`src/rtl/toast_acc_dispatch.sv`:
```
// In-order accelerator command dispatcher: a small command queue fed by decode,
// issued to the accelerator under an outstanding-command limit, with SYNC barriers.
module toast_acc_dispatch #(
    parameter int REG_DATA_WIDTH = 32,
    parameter int FIFO_DEPTH     = 4,
    parameter int MAX_OUT        = 4
) (
    input  logic                      clk_i,
    input  logic                      reset_i,
    input  logic                      flush_i,
    input  logic                      ID_en_i,
    input  logic [2:0]                ID_command_i,
    input  logic [REG_DATA_WIDTH-1:0] ID_rm1_data_i,
    input  logic [REG_DATA_WIDTH-1:0] ID_rm2_data_i,
    input  logic [REG_DATA_WIDTH-1:0] ID_imm4_i,
    output logic                      stall_o,
    output logic                      acc_valid_o,
    input  logic                      acc_ready_i,
    output logic [2:0]                acc_command_o,
    output logic [REG_DATA_WIDTH-1:0] acc_op1_o,
    output logic [REG_DATA_WIDTH-1:0] acc_op2_o,
    output logic [REG_DATA_WIDTH-1:0] acc_imm_o,
    input  logic                      acc_done_i,
    output logic                      busy_o,
    output logic                      err_o
);

    localparam int PTR_W = $clog2(FIFO_DEPTH);
    localparam int CNT_W = PTR_W + 1;
    localparam int OUT_W = $clog2(MAX_OUT) + 1;
    localparam logic [CNT_W-1:0] DEPTH_C   = CNT_W'(FIFO_DEPTH);
    localparam logic [OUT_W-1:0] MAX_OUT_C = OUT_W'(MAX_OUT);
    localparam logic [2:0]       CMD_SYNC  = 3'b111;

    typedef enum logic [0:0] {
        ST_RUN   = 1'b0,
        ST_DRAIN = 1'b1
    } state_t;

    logic [2:0]                cmd_mem_r [FIFO_DEPTH];
    logic [REG_DATA_WIDTH-1:0] op1_mem_r [FIFO_DEPTH];
    logic [REG_DATA_WIDTH-1:0] op2_mem_r [FIFO_DEPTH];
    logic [REG_DATA_WIDTH-1:0] imm_mem_r [FIFO_DEPTH];

    logic [PTR_W-1:0] wr_ptr_r;
    logic [PTR_W-1:0] rd_ptr_r;
    logic [CNT_W-1:0] count_r;
    logic [OUT_W-1:0] out_r;
    state_t           state_r;
    logic             err_r;

    logic             empty_s;
    logic             full_s;
    logic             head_sync_s;
    logic             enq_s;
    logic             valid_s;
    logic             issue_s;
    logic             drain_pop_s;
    logic             deq_s;
    logic             err_set_s;
    logic [OUT_W-1:0] out_next_s;

    // Queue handshakes, outstanding-count update and barrier release.
    always_comb begin
        empty_s     = (count_r == {CNT_W{1'b0}});
        full_s      = (count_r == DEPTH_C);
        head_sync_s = (cmd_mem_r[rd_ptr_r] == CMD_SYNC);
        enq_s       = ID_en_i & ~flush_i & ~full_s;
        valid_s     = (state_r == ST_RUN) & ~empty_s & ~head_sync_s & (out_r < MAX_OUT_C);
        issue_s     = valid_s & acc_ready_i;
        out_next_s  = out_r;
        err_set_s   = 1'b0;
        if (issue_s & ~acc_done_i) begin
            out_next_s = out_r + OUT_W'(1);
        end else if (~issue_s & acc_done_i) begin
            if (out_r == {OUT_W{1'b0}}) begin
                err_set_s = 1'b1;
            end else begin
                out_next_s = out_r - OUT_W'(1);
            end
        end else begin
            out_next_s = out_r;
        end
        // The barrier is released once the completion seen this cycle retires the last command.
        drain_pop_s = (state_r == ST_DRAIN) & (out_next_s == {OUT_W{1'b0}});
        deq_s       = issue_s | drain_pop_s;
    end

    // Output drive; payload always mirrors the queue head.
    always_comb begin
        stall_o       = ID_en_i & ~flush_i & full_s;
        acc_valid_o   = valid_s;
        acc_command_o = cmd_mem_r[rd_ptr_r];
        acc_op1_o     = op1_mem_r[rd_ptr_r];
        acc_op2_o     = op2_mem_r[rd_ptr_r];
        acc_imm_o     = imm_mem_r[rd_ptr_r];
        busy_o        = ~empty_s | (out_r != {OUT_W{1'b0}}) | (state_r == ST_DRAIN);
        err_o         = err_r;
    end

    // Queue storage; contents are don't-care while empty so no reset is needed.
    always_ff @(posedge clk_i) begin
        if (enq_s) begin
            cmd_mem_r[wr_ptr_r] <= ID_command_i;
            op1_mem_r[wr_ptr_r] <= ID_rm1_data_i;
            op2_mem_r[wr_ptr_r] <= ID_rm2_data_i;
            imm_mem_r[wr_ptr_r] <= ID_imm4_i;
        end
    end

    // Pointers, occupancy, outstanding tracking and sticky error.
    always_ff @(posedge clk_i) begin
        if (reset_i) begin
            wr_ptr_r <= {PTR_W{1'b0}};
            rd_ptr_r <= {PTR_W{1'b0}};
            count_r  <= {CNT_W{1'b0}};
            out_r    <= {OUT_W{1'b0}};
            err_r    <= 1'b0;
        end else begin
            if (enq_s) begin
                wr_ptr_r <= wr_ptr_r + PTR_W'(1);
            end
            if (deq_s) begin
                rd_ptr_r <= rd_ptr_r + PTR_W'(1);
            end
            case ({enq_s, deq_s})
                2'b10:   count_r <= count_r + CNT_W'(1);
                2'b01:   count_r <= count_r - CNT_W'(1);
                default: count_r <= count_r;
            endcase
            out_r <= out_next_s;
            err_r <= err_r | err_set_s;
        end
    end

    // RUN/DRAIN sequencing around SYNC barriers.
    always_ff @(posedge clk_i) begin
        if (reset_i) begin
            state_r <= ST_RUN;
        end else begin
            case (state_r)
                ST_RUN: begin
                    if (~empty_s & head_sync_s) begin
                        state_r <= ST_DRAIN;
                    end else begin
                        state_r <= ST_RUN;
                    end
                end
                ST_DRAIN: begin
                    if (drain_pop_s) begin
                        state_r <= ST_RUN;
                    end else begin
                        state_r <= ST_DRAIN;
                    end
                end
                default: state_r <= ST_RUN;
            endcase
        end
    end

endmodule

```
`config.mk`:
```
export PLATFORM = sky130hd
export DESIGN_NAME = toast_acc_dispatch
export DESIGN_NICKNAME = d
export VERILOG_FILES = /design/src/rtl/toast_acc_dispatch.sv
export SDC_FILE = /design/constraint.sdc
export NUM_CORES = 1
export LEC_CHECK = 0
export ABC_CLOCK_PERIOD_IN_PS = 5100
export BUFFER_PORTS_ARGS = -buffer_cell sky130_fd_sc_hd__clkbuf_2
export CAP_MARGIN = 25
export CORE_ASPECT_RATIO = 0.8
export CORE_MARGIN = 1
export CORE_UTILIZATION = 57
export CTS_BUF_LIST = sky130_fd_sc_hd__clkbuf_8 sky130_fd_sc_hd__clkbuf_16
export DETAILED_ROUTE_END_ITERATION = 10
export PLACE_DENSITY_LB_ADDON = 0.15
export REMOVE_ABC_BUFFERS = 1
export SETUP_SLACK_MARGIN = 0.3
export SYNTH_ARGS = -nofsm -noshare
export SYNTH_HDL_FRONTEND = slang
export SYNTH_SLANG_ARGS = --single-unit
export TNS_END_PERCENT = 5
```
`constraint.sdc`:
```
create_clock -name clk_i -period 5.1 [get_ports clk_i]
set_input_delay 0 -clock clk_i [delete_from_list [all_inputs] [get_ports clk_i]]
set_output_delay 0 -clock clk_i [all_outputs]
set_load 0.1 [all_outputs]
```
==> impl_metrics.env, run 1 <==
export IMPL_cts_sinks=410
export IMPL_postCtsSetupBuffers=0
export IMPL_leakage_nw=6.445
export IMPL_synth_cells=612
export IMPL_status="completed"
export IMPL_p_int_mw=6.215
export IMPL_synth_top_cell_area_share=0.7907
export IMPL_path_clk_slew_ns=0.06
export IMPL_startpoint_type="flop"
export IMPL_holdPathStages=5
export IMPL_clk_path_buf_depth=3
export IMPL_synth_top_area_cell="edfxtp_1"
export IMPL_worst_clock_skew_ns=0.01922
export IMPL_drv_cap=0
export IMPL_grt_max_degree=58
export IMPL_worstSkewPairLatency_ns=0.52
export IMPL_rsz0062_at_grt="false"
export IMPL_worstReg2RegEnd="count_r[2]$_SDFFE_PP0P_"
export IMPL_hold_viol=0
export IMPL_worstPathRequired_ns=5.55
export IMPL_antenna_left=0
export IMPL_max_slew_margin_rel=0.3709
export IMPL_power_mw=10.22
export IMPL_synth_area_leaders="edfxtp_1 (79%), mux4_2 (15%), dfxtp_1 (1.9%)"
export IMPL_cts_root_buf="clkbuf_16"
export IMPL_synth_seq_cells=410
export IMPL_fmax_mhz=284.0
export IMPL_num_vias=7337
export IMPL_hold_class="input pin to flop"
export IMPL_numCtsBuffers=40
export IMPL_worst_path_max_fanout=6
export IMPL_peakVddDrop_v=0.0004261
export IMPL_setup_tns_final_ns=0
export IMPL_cts_tree="done"
export IMPL_globalRouteTotalUtil=0.2148
export IMPL_path_class="flop to flop"
export IMPL_io_pins=208
export IMPL_place_gp_congestion=0.7401
export IMPL_row_count=52
export IMPL_fp_coreArea_mm2=0.02557
export IMPL_crit_path_cell_trace="mux4_2, and3_4, or2_1, mux2i_1, xnor2_1, and4_1, or2_1, ha_1, inv_1, fa_1, xor2_1, or3_1, a21oi_1"
export IMPL_hp_start="ID_en_i"
export IMPL_fill_cells=1522
export IMPL_worstPathArrival_ns=3.97
export IMPL_portBuffers=207
export IMPL_cts_htree_levels=2
export IMPL_die_area_mm2=0.02704
export IMPL_yosysMostFrequentCell="edfxtp_1"
export IMPL_yosys_top_cells_count="edfxtp_1 (396), mux4_2 (99), dfxtp_1 (14), nor2_1 (12), clkbuf_1 (11)"
export IMPL_tightest_slew_ns=0.9437
export IMPL_final_area_mm2=0.01877
export IMPL_clock_power_share=0.265
export IMPL_grt_pass1_wl_um=43630
export IMPL_slew_viol_final=0
export IMPL_ys_warn_count=0
export IMPL_dp_hpwl_um=16450
export IMPL_wire_per_inst_um=21.16
export IMPL_nets=1066
export IMPL_drive_gt1_frac=0.3833
export IMPL_multi_input_area_mm2=0.002749
export IMPL_die_w_um=183.6
export IMPL_pwr_share_seq=0.382
export IMPL_synthToLayoutAreaGrowth_pct=24.82
export IMPL_post_place_cells=1159
export IMPL_dpl_cell_area_mm2=0.01653
export IMPL_finalWirelength_um=28180
export IMPL_initial_core_util=0.5882
export IMPL_rrSetupSlack_ns=1.58
export IMPL_async_reset_ff_frac=0
export IMPL_insertedDiodeCount=0
export IMPL_die_height_um=147.3
export IMPL_synth_distinct_cells=37
export IMPL_via_per_inst=5.508
export IMPL_seqCellArea_mm2=0.01218
export IMPL_min_period_over_period=0.6904
export IMPL_drt_iter0_drc=508
export IMPL_final_cell_count_no_fill=1332
export IMPL_setup_viol=0
export IMPL_netlist_area_mm2=0.01504
export IMPL_synth_area_per_cell_um2=24.57
export IMPL_drc=0
export IMPL_p_sw_mw=4.003
export IMPL_p_sw_frac=0.3917
export IMPL_r2r_cells=13
export IMPL_fin_crit_ns=3.521
export IMPL_cp_slowest_stage_delay_ns=0.51
export IMPL_synth_edf_count=396
export IMPL_final_core_util=0.7341
export IMPL_dr_pass1_iters=5
export IMPL_antenna_found_initial=0
export IMPL_grt_pass1_vias=7992
export IMPL_p_comb_frac=0.354
export IMPL_power_density_mw_per_mm2=544.3
export IMPL_whs_endpoint="wr_ptr_r[0]$_SDFFE_PP0P_"
export IMPL_grt_overflow=0
export IMPL_synthFlopType="edfxtp_1"
export IMPL_cp_slowest_cell="mux4_2"
export IMPL_ys_seq_area_frac=0.8093
export IMPL_endpoint_kind="flop"
export IMPL_cp_common_cell="or2_1"
-- how the worst max path moves through the flow --
stage,from,endpoint,slack (ns),cells after the start
2_1_floorplan,flop,count_r[2]$_SDFFE_PP0P_,-2.48,13
3_3_place_gp,flop,count_r[2]$_SDFFE_PP0P_,1.73,13
3_5_place_dp,flop,count_r[2]$_SDFFE_PP0P_,1.60,13
4_1_cts,flop,acc_imm_o[25],1.29,4
5_1_grt,flop,count_r[2]$_SDFFE_PP0P_,1.38,13
6_report,flop,count_r[2]$_SDFFE_PP0P_,1.58,13
-- cell type report --
cell class,count,area share
clock buffers,41,0.05466
clock inverters,30,0.009598
inverters,9,0.001800
multi-input cells,170,0.1464
flip-flops and latches,410,0.6488
well taps,351,0.02340
repair buffers,321,0.1153
-- power groups by stage --
stage	Clock, mW	Combinational (mW)	Sequential (mW)
global placement	0	3.52	3.96
CTS	2.75	3.62	3.90
finish	2.71	3.61	3.90
floorplan	0	2.86	4.15
global route	2.89	3.75	3.91
detailed placement	0	3.55	3.97
-- cell families (layout without fill, tap and decap cells) --
kind of cell / after synthesis / in the layout / share of synthesized area
DFF: 410 / 410 / 0.8093
buffers and inverters: 32 / 401 / 0.008569
xor gates and xnor gates: 4 / 4 / 0.002330
AOI/OAI and AO/OA: 15 / 15 / 0.006240
and+or+nand+nor: 40 / 40 / 0.01498
muxes: 102 / 102 / 0.1506
adders and majority gates: 9 / 9 / 0.007987
-- metrics by stage --
| step | hold WS, ns | setup WS [ns] |
|---|---|---|
| 3_3_place_gp | 0.2112 | 1.726 |
| 3_5_place_dp | 0.2202 | 1.595 |
| 2_1_floorplan | 0.06907 | -2.476 |
| 6_report | 0.06616 | 1.579 |
| 4_1_cts | 0.03004 | 1.286 |
| 5_1_grt | 0.07666 | 1.379 |
-- flip-flops by register name, summed over array words and instances, names as in the netlist, named ones only --
name,count
op2_mem_r,128
wr_ptr_r,2
state_r,1
count_r,3
cmd_mem_r,12
out_r,3
imm_mem_r,128
rd_ptr_r,2
err_o,1
op1_mem_r,128
-- layer usage --
layer,GRT usage,part of all wire
met2,0.3661,0.50
met5,0,0
met4,0.06083,0.021
met3,0.05553,0.078
met1,0.2754,0.40
-- critical path, delay by kind of cell, from the launching register on --
family	cells	cell delay, ns
AND/OR/NAND/NOR	5	1.24
multiplexers	2	0.71
adder cells (fa/ha/maj)	2	0.55
XOR/XNOR	2	0.39
flip-flops	1	0.38
AO/OA/AOI/OAI	1	0.14
buffers and inverters	1	0.06
-- cell usage in the layout (no fill, tap or decap), drive strengths merged, types with 5 or more instances in the layout --
cell type | netlist | routed
ha | 8 | 8
a21oi | 5 | 5
dlygate4sd3 | 0 | 101
mux4 | 99 | 99
buf | 12 | 13
edfxtp | 396 | 396
dfxtp | 14 | 14
and2 | 5 | 5
clkinv | 0 | 16
inv | 9 | 21
nor2 | 12 | 12
clkbuf | 11 | 248
-- what timing repair did --
| action | in CTS | in global routing |
|---|---|---|
| hold endpoints to repair | 407 | 0 |
| gates resized for setup | 0 | 0 |
| hold buffers | 101 | 0 |
Power figures use the tool's default switching activity.
==> inputs of run 2 (changes only) <==
- ABC_AREA: unset -> 1
- ABC_CLOCK_PERIOD_IN_PS: 5100 -> 2900
- CORE_UTILIZATION: 57 -> 52
- clock period: 5.1 -> 2.9 ns (I/O delays scaled with it)
==> impl_metrics.env, run 2 <==
export IMPL_antenna_found_initial=1
export IMPL_min_period_over_period=0.8929
export IMPL_cts_sinks=410
export IMPL_final_core_util=0.7079
export IMPL_p_sw_frac=0.4469
export IMPL_synth_distinct_cells=33
export IMPL_worst_clock_skew_ns=0.01107
export IMPL_cts_tree="done"
export IMPL_drv_cap=0
export IMPL_drive_gt1_frac=0.2185
export IMPL_dp_hpwl_um=17950
export IMPL_ys_seq_area_frac=0.7860
export IMPL_grt_max_degree=91
export IMPL_leakage_nw=7.491
export IMPL_setup_tns_final_ns=0
export IMPL_ys_warn_count=0
export IMPL_path_clk_slew_ns=0.06
export IMPL_worstPathArrival_ns=3.00
export IMPL_max_slew_margin_rel=0.4085
export IMPL_synth_edf_count=396
export IMPL_globalRouteTotalUtil=0.2131
export IMPL_grt_pass1_wl_um=50600
export IMPL_p_comb_frac=0.507
export IMPL_synth_top_area_cell="edfxtp_1"
export IMPL_numCtsBuffers=40
export IMPL_num_vias=9780
export IMPL_seqCellArea_mm2=0.01218
export IMPL_p_sw_mw=10.69
export IMPL_final_common_cell="edfxtp_1"
export IMPL_hold_viol=0
export IMPL_fp_coreArea_mm2=0.02929
export IMPL_tightest_slew_ns=0.8873
export IMPL_synth_top_cell_area_share=0.7679
export IMPL_wire_per_inst_um=18.06
export IMPL_via_per_inst=5.388
export IMPL_final_cell_count_no_fill=1815
export IMPL_hp_start="ID_en_i"
export IMPL_fin_crit_ns=2.589
export IMPL_drc=0
export IMPL_slew_viol_final=0
export IMPL_die_area_mm2=0.03048
export IMPL_place_gp_congestion=0.8023
export IMPL_cts_htree_levels=2
export IMPL_netlist_area_mm2=0.01549
export IMPL_final_cell_mix="edfxtp_1 (396), nor2_1 (206), o21ai_0 (196)"
export IMPL_portBuffers=207
export IMPL_path_class="flop to flop"
export IMPL_initial_core_util=0.5288
export IMPL_worst_hold_slack_ns=0.1375
export IMPL_grt_pass1_vias=9537
export IMPL_power_density_mw_per_mm2=1154
export IMPL_yosysMostFrequentCell="edfxtp_1"
export IMPL_die_height_um=156.4
export IMPL_endpoint_kind="flop"
export IMPL_setup_viol=0
export IMPL_worst_path_max_fanout=6
export IMPL_clk_path_buf_depth=3
export IMPL_grt_overflow=0
export IMPL_clock_power_share=0.203
export IMPL_synth_area_leaders="edfxtp_1 (77%), o21ai_0 (6.4%), nor2_1 (5.1%)"
export IMPL_worstPathRequired_ns=3.31
export IMPL_synth_area_per_cell_um2=14.17
export IMPL_io_pins=208
export IMPL_cts_root_buf="clkbuf_16"
export IMPL_hold_class="input pin to flop"
export IMPL_synthFlopType="edfxtp_1"
export IMPL_synth_cells=1093
export IMPL_yosys_top_cells_count="edfxtp_1 (396), nor2_1 (210), o21ai_0 (198), o22ai_1 (96), clkbuf_1 (57)"
export IMPL_pwr_share_seq=0.290
export IMPL_worstSkewPairLatency_ns=0.52
export IMPL_drt_iter0_drc=619
export IMPL_fill_cells=1915
export IMPL_startpoint_type="flop"
export IMPL_fmax_mhz=386.2
export IMPL_nets=1523
export IMPL_p_int_mw=13.23
export IMPL_peakVddDrop_v=0.0008442
export IMPL_antenna_left=0
export IMPL_dr_pass1_iters=4
export IMPL_finalWirelength_um=32770
export IMPL_synthToLayoutAreaGrowth_pct=33.88
export IMPL_multi_input_area_mm2=0.002947
export IMPL_synth_seq_cells=410
export IMPL_rsz0062_at_grt="true"
export IMPL_reg_top3="imm_mem_r x128, op1_mem_r x128, op2_mem_r x128"
export IMPL_post_place_cells=1633
export IMPL_status="completed"
export IMPL_async_reset_ff_frac=0
export IMPL_die_w_um=194.9
export IMPL_row_count=56
[run 2: worst paths after layout]
check	end	slack, ns	cells past startpoint
setup / recovery	count_r[2]$_SDFFE_PP0P_	0.31	20
hold / removal	wr_ptr_r[1]$_SDFFE_PP0P_	0.14	6
setup reg to reg	count_r[2]$_SDFFE_PP0P_	0.31	20
hold reg to reg	err_o$_SDFF_PP0_	0.48	1
[run 2: cells by family (layout without fill, tap and decap cells)]
group	Yosys count	after routing	share of synthesized area
adders and majority gates	9	9	0.007757
buffers and inverters	103	447	0.02650
and+or+nand+nor	265	265	0.07255
other	0	1	0
DFF	410	410	0.7860
xor gates and xnor gates	1	1	0.0005657
AOI/OAI and AO/OA	305	305	0.1066
[run 2: routing by layer]
| layer | up-vias | part of all wire | GRT usage |
|---|---|---|---|
| li1 | 4700 | - | - |
| met1 | 4756 | 0.43 | 0.2796 |
| met2 | 285 | 0.49 | 0.3656 |
| met3 | 39 | 0.062 | 0.04353 |
| met4 | 0 | 0.015 | 0.05474 |
| met5 | - | 0 | 0 |
[run 2: worst max-delay path, stage by stage, from the launching register on]
cell     delay, ns
dfxtp_4       0.41
buf_6         0.13
nand2_1       0.06
nand3_2       0.07
nand2_2       0.07
nand3_4       0.11
nand2_2       0.05
inv_2         0.07
nand3_2       0.10
nand3_1       0.10
nand2_1       0.08
inv_2         0.10
nand4_4       0.11
nand2_1       0.09
ha_1          0.13
inv_1         0.07
fa_2          0.34
a21oi_1       0.14
o21ai_1       0.09
o21ai_1       0.12
a21oi_1       0.05
[run 2: power groups by stage]
stage	clock network, mW	registers, mW	logic, mW
after floorplan	0	7.34	7.51
after global placement	0	7.04	11.9
after detailed placement	0	7.05	11.9
after CTS	4.95	6.93	12.2
after global routing	5.17	6.95	12.6
final	4.85	6.93	12.1
[run 2: area by class of cell]
type / instances / area share
diodes: 1 / 0.0001207
flip-flops and latches: 410 / 0.5874
clock buffers: 41 / 0.04949
repair buffers: 338 / 0.1809
inverters: 39 / 0.007423
clock inverters: 29 / 0.009716
well taps: 377 / 0.02275
multi-input cells: 580 / 0.1421
[run 2: timing repair]
| action | 4_1_cts | 5_1_grt |
|---|---|---|
| setup endpoints to repair | 24 | 28 |
| resized for setup | 8 | 3 |
| pin swaps | 2 | 0 |
| hold buffers | 106 | 0 |
| endpoints found under the hold margin | 410 | 0 |
| buffers inserted | 5 | 0 |
[run 2: per-stage QoR]
step | setup WS (ns) | total power [mW] | area [um^2]
after CTS | 0.2873 | 24.06 | 20720
after detailed placement | 0.2346 | 18.97 | 18380
after global routing | 0.1527 | 24.73 | 20730
final | 0.3106 | 23.92 | 20730
after floorplan | -4.299 | 14.85 | 15230
after global placement | 0.3055 | 18.90 | 18380
==> inputs of run 3 (changes only) <==
==> constraint.sdc (replaced) <==
create_clock -name clk_i -period 2.9 [get_ports clk_i]
set_input_delay 0.58 -clock clk_i [delete_from_list [all_inputs] [get_ports clk_i]]
set_output_delay 0.58 -clock clk_i [all_outputs]
set_load 0.1 [all_outputs]
==> impl_metrics.env, run 3 (synthesis gave the netlist of run 2 again) <==
export IMPL_reg_top3="imm_mem_r x128, op1_mem_r x128, op2_mem_r x128"
export IMPL_critPathTopFamily="buffers and inverters"
export IMPL_synthToLayoutAreaGrowth_pct=31.60
export IMPL_fin_crit_ns=2.673
export IMPL_critPathBufInv=3
export IMPL_cp_slowest_stage_delay_ns=0.42
export IMPL_place_gp_congestion=0.7407
export IMPL_die_height_um=156.4
export IMPL_io_pins=208
export IMPL_portBuffers=207
export IMPL_cts_htree_levels=2
export IMPL_grt_pass1_wl_um=51940
export IMPL_setup_viol=0
export IMPL_row_count=56
export IMPL_dp_hpwl_um=18340
export IMPL_globalRouteTotalUtil=0.2235
export IMPL_hold_class="input pin to flop"
export IMPL_drv_cap=0
export IMPL_hold_viol=0
export IMPL_final_cell_mix="edfxtp_1 (396), nor2_1 (205), o21ai_0 (196)"
export IMPL_worstPathRequired_ns=2.32
export IMPL_num_vias=9647
export IMPL_endpoint_kind="output pin"
export IMPL_clk_path_buf_depth=3
export IMPL_worst_path_max_fanout=46
export IMPL_drc=0
export IMPL_antenna_found_initial=3
export IMPL_setup_tns_final_ns=0
export IMPL_drt_iter0_drc=684
export IMPL_drive_gt1_frac=0.2793
export IMPL_dr_pass1_iters=5
export IMPL_cp_slowest_cell="dfxtp_4"
export IMPL_path_clk_slew_ns=0.06
export IMPL_numCtsBuffers=40
export IMPL_worstPathArrival_ns=2.09
export IMPL_antenna_left=0
export IMPL_via_per_inst=5.583
export IMPL_initial_core_util=0.5288
export IMPL_startpoint_type="flop"
export IMPL_fmax_mhz=374.1
export IMPL_die_area_mm2=0.03048
export IMPL_rsz0062_at_grt="true"
export IMPL_worstSkewPairLatency_ns=0.54
export IMPL_finalWirelength_um=34810
export IMPL_tightest_slew_ns=0.5479
export IMPL_crit_path_cell_trace="buf_4, buf_16, o21ai_0, o22ai_1, buf_12"
export IMPL_path_class="flop to output pin"
export IMPL_grt_max_degree=81
export IMPL_cts_sinks=410
export IMPL_wire_per_inst_um=20.14
export IMPL_nets=1437
export IMPL_grt_pass1_vias=9382
export IMPL_hp_start="ID_rm2_data_i[25]"
export IMPL_cts_root_buf="clkbuf_16"
export IMPL_max_slew_margin_rel=0.6344
export IMPL_status="completed"
export IMPL_cts_hold_buffers=0
export IMPL_fp_coreArea_mm2=0.02929
export IMPL_slew_viol_final=0
export IMPL_final_common_cell="edfxtp_1"
export IMPL_cts_tree="done"
export IMPL_min_period_over_period=0.9218
export IMPL_die_w_um=194.9
export IMPL_grt_overflow=0
export IMPL_worst_clock_skew_ns=0.01393
[run 3: metal layers]
| metal | vias up | share of wire | GRT usage |
|---|---|---|---|
| met5 | - | 0.00069 | 0 |
| met4 | 4 | 0.018 | 0.06412 |
| met3 | 61 | 0.085 | 0.06466 |
| met2 | 333 | 0.48 | 0.3621 |
| met1 | 4707 | 0.42 | 0.2964 |
| li1 | 4542 | - | - |
[run 3: path summary, 6_finish.rpt]
check,endpoint,slack (ns),depth (start not counted)
worst min-delay path,op2_mem_r[2][25]$_DFFE_PP_,0.25,1
worst min register to register,err_o$_SDFF_PP0_,0.47,1
worst max-delay path,acc_op2_o[11],0.23,5
worst max register to register,count_r[2]$_SDFFE_PP0P_,0.26,19
[run 3: worst register-to-register path, stage by stage (launching register included)]
cell	delay [ns]
dfxtp_4	0.42
inv_8	0.09
nand2_1	0.09
nand3_2	0.10
nand2_4	0.11
nand3_4	0.09
nand3_4	0.11
nand2_4	0.07
nand2_2	0.06
nand2_2	0.07
nor2_4	0.14
nand4_4	0.13
nand2_2	0.11
ha_4	0.14
inv_4	0.05
fa_2	0.38
a21oi_2	0.16
o21ai_2	0.08
o21ai_1	0.12
a21oi_1	0.05
[run 3: metrics by stage]
step / hold WS (ns) / worst slack (ns) / utilization / cells / area [um^2]
3_5_place_dp: 0.4582 / 0.09744 / 0.6339 / 1635 / 18570
6_report: 0.2535 / 0.2267 / 0.6958 / 1728 / 20380
5_1_grt: 0.2412 / 0.05267 / 0.6957 / 1727 / 20380
3_3_place_gp: 0.4527 / 0.1723 / 0.6339 / 1635 / 18570
4_1_cts: 0.2316 / 0.2343 / 0.6846 / 1713 / 20050
2_1_floorplan: 0.4598 / -4.299 / - / 1029 / 15230
[run 3: area by class of cell]
type	count	area, um^2
repair buffers	252	3217
inverters	39	158.9
clock buffers	42	1040
clock inverters	27	128.9
diodes	1	2.502
multi-input cells	580	3181
fillers	1906	8909
flip-flops and latches	410	12180
well taps	377	471.7
[run 3: what timing repair did]
action / CTS / global route
setup endpoints to repair: 99 / 100
cloned: 2 / 4
setup buffers: 7 / 10
resized for setup: 46 / 37
pin swaps: 0 / 18
endpoints found under the hold margin: 0 / 0
Power of run 3 is left out: the tool's default activity adds up to more than one toggle a clock period on the data nets, which glitch-free logic cannot reach.
